`src/rtl/mmio_uart_pkg.sv`:
```
// Shared types and register map for the memory-mapped UART transmitter.
package mmio_uart_pkg;

    // Serializer frame phases.
    typedef enum logic [1:0] {
        IDLE  = 2'd0,
        START = 2'd1,
        DATA  = 2'd2,
        STOP  = 2'd3
    } tx_state_e;

    // Byte offsets of the two registers inside the window.
    localparam logic [31:0] TXDATA_OFS = 32'h0000_0000;
    localparam logic [31:0] STATUS_OFS = 32'h0000_0004;

    // STATUS register bit positions.
    localparam int STATUS_BUSY_BIT = 0;
    localparam int STATUS_FULL_BIT = 1;
    localparam int STATUS_OVF_BIT  = 2;

endpackage

```
`src/rtl/byte_fifo.sv`:
```
// Synchronous byte FIFO with show-ahead output; a push into a full FIFO is
// accepted when a pop happens in the same cycle.
module byte_fifo #(
    parameter  int DEPTH = 8,
    localparam int AW    = $clog2(DEPTH)
) (
    input  logic          clk,
    input  logic          rst_n,
    input  logic          push,
    input  logic          pop,
    input  logic [7:0]    din,
    output logic [7:0]    dout,
    output logic          full,
    output logic          empty,
    output logic [AW:0]   count
);

    logic [7:0]  mem [DEPTH];
    logic [AW-1:0] wr_ptr_q, wr_ptr_d;
    logic [AW-1:0] rd_ptr_q, rd_ptr_d;
    logic [AW:0]   count_q, count_d;
    logic          push_ok;
    logic          pop_ok;

    assign full    = (count_q == (AW+1)'(DEPTH));
    assign empty   = (count_q == '0);
    assign count   = count_q;
    assign dout    = mem[rd_ptr_q];
    assign pop_ok  = pop && !empty;
    assign push_ok = push && (!full || pop_ok);

    // Next pointer and occupancy values.
    always_comb begin
        // NOTE: every signal gets a default first so no path leaves it unassigned (no latch).
        wr_ptr_d = wr_ptr_q;
        rd_ptr_d = rd_ptr_q;
        count_d  = count_q;
        if (push_ok) wr_ptr_d = wr_ptr_q + AW'(1);
        if (pop_ok)  rd_ptr_d = rd_ptr_q + AW'(1);
        case ({push_ok, pop_ok})
            2'b10:   count_d = count_q + (AW+1)'(1);
            2'b01:   count_d = count_q - (AW+1)'(1);
            default: count_d = count_q;
        endcase
    end

    // Storage array write port.
    always_ff @(posedge clk) begin
        // NOTE: the data array has no reset; occupancy is tracked by the pointers, so stale entries are never read.
        if (push_ok) mem[wr_ptr_q] <= din;
    end

    // Pointer and occupancy registers.
    always_ff @(posedge clk or negedge rst_n) begin
        // NOTE: sequential state uses non-blocking assignments so all flops update together.
        if (!rst_n) begin
            wr_ptr_q <= '0;
            rd_ptr_q <= '0;
            count_q  <= '0;
        end else begin
            wr_ptr_q <= wr_ptr_d;
            rd_ptr_q <= rd_ptr_d;
            count_q  <= count_d;
        end
    end

endmodule

```
`src/rtl/mmio_uart_tx.sv`:
```
// Store-bus UART transmitter: TXDATA stores queue bytes, which are sent 8N1
// LSB first on tx; STATUS reports busy/full/overflow and a store clears overflow.
module mmio_uart_tx
    import mmio_uart_pkg::*;
#(
    parameter logic [31:0] BASE_ADDR    = 32'h0000_0100,
    parameter int          CLKS_PER_BIT = 174,
    parameter int          FIFO_DEPTH   = 8
) (
    input  logic        clk,
    input  logic        reset,
    input  logic        MemWrite,
    input  logic [31:0] DataAddr,
    input  logic [31:0] WriteData,
    output logic [31:0] ReadData,
    output logic        tx,
    output logic        busy,
    output logic        overflow
);

    localparam int                CW        = $clog2(FIFO_DEPTH);
    localparam int                BAUD_W    = $clog2(CLKS_PER_BIT);
    localparam logic [BAUD_W-1:0] BAUD_LAST = BAUD_W'(CLKS_PER_BIT - 1);

    tx_state_e         state_q;
    logic [BAUD_W-1:0] baud_q;
    logic [2:0]        bit_idx_q;
    logic [7:0]        shift_q;
    logic              tx_q;
    logic              overflow_q, overflow_d;

    logic              txdata_wr;
    logic              status_wr;
    logic              fifo_pop;
    logic              fifo_full;
    logic              fifo_empty;
    logic [7:0]        fifo_dout;
    logic [CW:0]       fifo_count;
    logic              unused_wdata;

    assign txdata_wr    = MemWrite && (DataAddr == BASE_ADDR + TXDATA_OFS);
    assign status_wr    = MemWrite && (DataAddr == BASE_ADDR + STATUS_OFS);
    assign fifo_pop     = (state_q == IDLE) && !fifo_empty;
    assign unused_wdata = ^WriteData[31:8];

    byte_fifo #(
        .DEPTH (FIFO_DEPTH)
    ) u_fifo (
        .clk   (clk),
        .rst_n (reset),
        .push  (txdata_wr),
        .pop   (fifo_pop),
        .din   (WriteData[7:0]),
        .dout  (fifo_dout),
        .full  (fifo_full),
        .empty (fifo_empty),
        .count (fifo_count)
    );

    assign tx       = tx_q;
    assign busy     = (state_q != IDLE) || (fifo_count != '0);
    assign overflow = overflow_q;

    // Sticky overflow: set by a dropped TXDATA store, cleared by any STATUS store.
    always_comb begin
        overflow_d = overflow_q;
        if (txdata_wr && fifo_full && !fifo_pop) overflow_d = 1'b1;
        else if (status_wr)                     overflow_d = 1'b0;
    end

    // Overflow flag register.
    always_ff @(posedge clk or negedge reset) begin
        if (!reset) overflow_q <= 1'b0;
        else        overflow_q <= overflow_d;
    end

    // Combinational read port; only STATUS returns non-zero data.
    always_comb begin
        ReadData = '0;
        if (DataAddr == BASE_ADDR + STATUS_OFS) begin
            ReadData[STATUS_OVF_BIT]  = overflow_q;
            ReadData[STATUS_FULL_BIT] = fifo_full;
            ReadData[STATUS_BUSY_BIT] = busy;
        end
    end

    // Frame serializer with baud counter and registered tx output.
    always_ff @(posedge clk or negedge reset) begin
        if (!reset) begin
            state_q   <= IDLE;
            baud_q    <= '0;
            bit_idx_q <= '0;
            shift_q   <= '0;
            tx_q      <= 1'b1;
        end else begin
            case (state_q)
                IDLE: begin
                    tx_q <= 1'b1;
                    if (!fifo_empty) begin
                        shift_q   <= fifo_dout;
                        baud_q    <= '0;
                        bit_idx_q <= '0;
                        tx_q      <= 1'b0;
                        state_q   <= START;
                    end
                end
                START: begin
                    if (baud_q == BAUD_LAST) begin
                        baud_q  <= '0;
                        tx_q    <= shift_q[0];
                        state_q <= DATA;
                    end else begin
                        baud_q <= baud_q + BAUD_W'(1);
                    end
                end
                DATA: begin
                    if (baud_q == BAUD_LAST) begin
                        baud_q <= '0;
                        if (bit_idx_q == 3'd7) begin
                            tx_q    <= 1'b1;
                            state_q <= STOP;
                        end else begin
                            bit_idx_q <= bit_idx_q + 3'd1;
                            shift_q   <= shift_q >> 1;
                            tx_q      <= shift_q[1];
                        end
                    end else begin
                        baud_q <= baud_q + BAUD_W'(1);
                    end
                end
                STOP: begin
                    if (baud_q == BAUD_LAST) begin
                        baud_q  <= '0;
                        state_q <= IDLE;
                    end else begin
                        baud_q <= baud_q + BAUD_W'(1);
                    end
                end
                default: begin
                    state_q <= IDLE;
                    tx_q    <= 1'b1;
                end
            endcase
        end
    end

endmodule

```
`config.mk`:
```
export PLATFORM = sky130hd
export DESIGN_NAME = mmio_uart_tx
export DESIGN_NICKNAME = d
export VERILOG_FILES = /design/src/rtl/mmio_uart_pkg.sv /design/src/rtl/byte_fifo.sv /design/src/rtl/mmio_uart_tx.sv
export SDC_FILE = /design/constraint.sdc
export NUM_CORES = 1
export LEC_CHECK = 0
export CORE_ASPECT_RATIO = 2
export CORE_UTILIZATION = 57
export CTS_BUF_LIST = sky130_fd_sc_hd__clkbuf_4 sky130_fd_sc_hd__clkbuf_8
export CTS_CLUSTER_SIZE = 14
export DETAILED_ROUTE_END_ITERATION = 10
export GPL_TIMING_DRIVEN = 0
export PLACE_DENSITY = 0.85
export SETUP_SLACK_MARGIN = 0.02
export SYNTH_ARGS = -nofsm -noshare
export SYNTH_HDL_FRONTEND = slang
export SYNTH_SLANG_ARGS = --single-unit
```
`constraint.sdc`:
```
create_clock -name clk -period 8 [get_ports clk]
set_input_delay 1.6 -clock clk [delete_from_list [all_inputs] [get_ports clk]]
set_output_delay 1.6 -clock clk [all_outputs]
set_load 0.1 [all_outputs]
```
==> results.md <==
- Worst-skew pair later-pin latency: about 360 ps
- Worst setup slack before clock tree synthesis: between 2000 and 2500 ps
- Detailed Routing Iterations Pass 1: 4
- Overall routing resource usage: 0.233
- CP dominant cell by count: clkdlybuf4s50_1
- I/O pin cnt: about 100
- Distinct cells, synth: a little under 60
- Max-cap violations: 0
- Multi-input logic area: 1780 sq um
- Cell type with the largest total area after synthesis: edfxtp_1
- Number of cells in the finished layout apart from fillers: between 500 and 600
- CTS tree: done
- Resized cells post-CTS: 0
- Crit end category: output pin
- Clock H-tree levels: 3
- Post-route total power: around 0.00097 W
- Slew at the pin with the worst max-slew slack: roughly 1300 ps
- Gr busiest metal: met2
- Die area: between 8000 and 9000 sq um
- Worst setup path class: primary input to output pin
- Number of max-slew violations in the final report: 0
- FMAX: 172 MHz
- Slack of the critical path: between 2000 and 2500 ps
- Setup repair after global routing missed its margin: no
- Via Count: between 2,000 and 3,000
- Library cell used as clock root buffer: clkbuf_8
- Height of the chip: about 130 microns
- Final setup violating endpoints: 0
- Buffer depth of the longest clock path: 2
- Worst path top cell family by delay: buffers and inverters
- Final total negative setup slack: 0 ps
- Post-Synthesis Mean Instance Area: 14.8 sq um
- CTS clk-pin slew, worst paths: 100 ps
- Sequential share of the synthesized area: 0.576
- GR Layer Usage met3: 0.0443
- Data arrival time of the critical path: 4210 ps
- Most repeated cell in the gate-level netlist after synthesis: edfxtp_1
- GRT met1 Usage: 0.242
- Clock sink total: 97
- EDFF count, synth: 64
- Post-Place Cells: 496
- Hold-fix buffers at CTS: 0
- Antenna diode count: 0
- Weighted congestion at the end of routability-driven global placement: roughly 0.8
- Post-detailed-routing wire length: 9.16 mm
- Final count of hold timing violations: 0
- Pwr dens: 171 nW/um^2
- Floorplan Core Area: between 8000 and 9000 sq um
- Crit path cell chain: clkdlybuf4s50_1 -> nor4_1 -> nand3_1 -> nor2_1 -> nor3b_1 -> clkdlybuf4s50_1
- Share of cells above drive strength 1: 0.214
- Crit path max fanout: 6
- Worst setup skew after layout: between 5 and 6 ps
- Gate count after technology mapping: around 320
- Largest net degree at the start of global routing: 34
- Post-layout min period: just under 6000 ps
- Overall die width: ~67 microns
- Result of the run: finished, final reports clean
- Final HPWL DP: between 7 and 8 mm
- Wire length per cell: ~18 microns
- Cell Rows: 46
- Post-synth top cells: edfxtp_1, dfrtp_1, buf_4
- Predominant post-synthesis flop cell: edfxtp_1
- Yosys warnings: 0
- Kind of start point of the critical path: primary input
- First-pass GRT wire length: ~15 mm
- Remaining global-route overflow: 0
- Antenna violations before repair: 0
- Setup slack, reg-to-reg: 5040 ps
- FF/Latch Area: about 2700 sq um
- Top cells by area, synth: edfxtp_1, dfrtp_1, mux4_1
- Static leakage power: between 2 and 2.5 nW
- Data required time of the critical path: between 6000 and 7000 ps
- Portion of synthesized cell area occupied by the leading cell type: 0.403
- Avg Vias per Cell: around 5.6
- Effective utilization at floorplan: 0.597
- Via count of the first global-routing pass: between 2,000 and 3,000
- Min-Delay Path Class: flip-flop to flip-flop
- VDD IR max: between 200 and 250 uV
- Final net count: between 400 and 500
- Share of the clock period used by the worst path after layout: 0.726
- Worst stage delay on the critical path: 1180 ps
- Sum of buffers and inverters on the critical path: 2
- Headroom to the max-slew limit: 0.133
- Initial DRC Count: 114
- Synth-to-Final Area Change: 18.7%
- Register bit total from synthesis: 97
- Mapped Area: between 4000 and 5000 sq um
- Cell with the biggest individual delay on the critical path: clkdlybuf4s50_1
- Port bufs: 48
- Remaining antenna violation count after routing: 0
- Proportion of register bits with asynchronous set or reset after synthesis: 0.340
- Number of buffers inserted during clock tree synthesis: 9
- Remaining design rule violation count: 0
- Setup fix buffers added after clock tree synthesis: 0
- Fillers: about 560
- GRT met2 Usage: 0.431
## area by class of cell
cell class / count / share of cell area
clock inverters: 7 / 0.0113
clock buffers: 9 / 0.0219
inverters: 12 / 0.00795
well taps: 96 / 0.0212
repair buffers: 49 / 0.0848
multi-input cells: 202 / 0.314
plain buffers: 40 / 0.0541
flip-flops and latches: 97 / 0.485
## path summary, 6_finish.rpt
path	startpoint	end	cells after the start
max in group asynchronous	reset	bit_idx_q[0]	1
worst max register to register	state_q[0]	u_fifo.mem[5][5]	6
worst min-delay path	bit_idx_q[2]	bit_idx_q[2]	1
worst min register to register	bit_idx_q[2]	bit_idx_q[2]	1
min in group asynchronous	reset	baud_q[7]	1
worst max-delay path	DataAddr[19]	ReadData[0]	6
## placed cells by master, fill, tap and decap left out, types with 3 or more instances in the layout
master | synthesis | layout
clkdlybuf4s50_1 | 0 | 47
o21ai_1 | 6 | 6
clkbuf_1 | 3 | 3
clkinv_4 | 0 | 3
conb_1 | 1 | 29
nor2_1 | 6 | 6
mux2i_1 | 9 | 9
dfrtp_1 | 32 | 32
nor4_2 | 7 | 7
nand2_1 | 13 | 13
inv_1 | 10 | 10
buf_2 | 3 | 5
buf_4 | 30 | 30
xnor2_1 | 5 | 5
clkbuf_8 | 0 | 9
ha_1 | 14 | 14
a21oi_1 | 5 | 5
o21ai_0 | 16 | 16
nor4_1 | 6 | 6
mux2_2 | 12 | 12
nor3_1 | 7 | 7
a21o_1 | 4 | 4
mux4_2 | 4 | 4
mux4_1 | 12 | 12
and2_1 | 3 | 3
edfxtp_1 | 64 | 64
xor2_1 | 5 | 5
## registers in the layout, indices dropped and copies added, names as in the netlist
signal           flops
u_fifo.mem          64
u_fifo.rd_ptr_q      3
overflow             1
u_fifo.count         4
baud_q               8
bit_idx_q            3
state_q              2
tx                   1
shift_q              8
u_fifo.wr_ptr_q      3
## kinds of logic (layout without fill, tap and decap cells)
logic type,count (synthesis),after routing,share of synthesized area
adders and majority gates,14,14,0.0367
and+or+nand+nor,68,68,0.105
buffers and inverters,52,117,0.0736
muxes,37,37,0.132
AOI/OAI and AO/OA,44,44,0.0582
DFF,97,97,0.576
other,1,29,0.000785
xor gates and xnor gates,10,10,0.0183
## per-layer routing
layer | wire length, microns | up-vias
met4 | 230 | 0
met5 | 0 | -
met3 | 261 | 18
met1 | 3210 | 1410
met2 | 5460 | 65
li1 | - | 1363
## per-stage QoR
stage | hold slack [ps] | utilization | area [sq um]
2_1_floorplan | 457 | - | 4880
3_3_place_gp | 487 | 0.685 | 5480
3_5_place_dp | 499 | 0.685 | 5480
4_1_cts | 523 | 0.708 | 5670
5_1_grt | 540 | 0.708 | 5670
6_report | 524 | 0.708 | 5670
## power breakdown
part | internal, W | switching, W | leakage (nW)
Sequential | 0.000549 | 0.00000769 | 1.03
Clock | 0.000119 | 0.000177 | 0.0895
Combinational | 0.0000352 | 0.0000797 | 1.16
Total | 0.000703 | 0.000265 | 2.27
No activity file was read; power rests on OpenSTA's default activity.
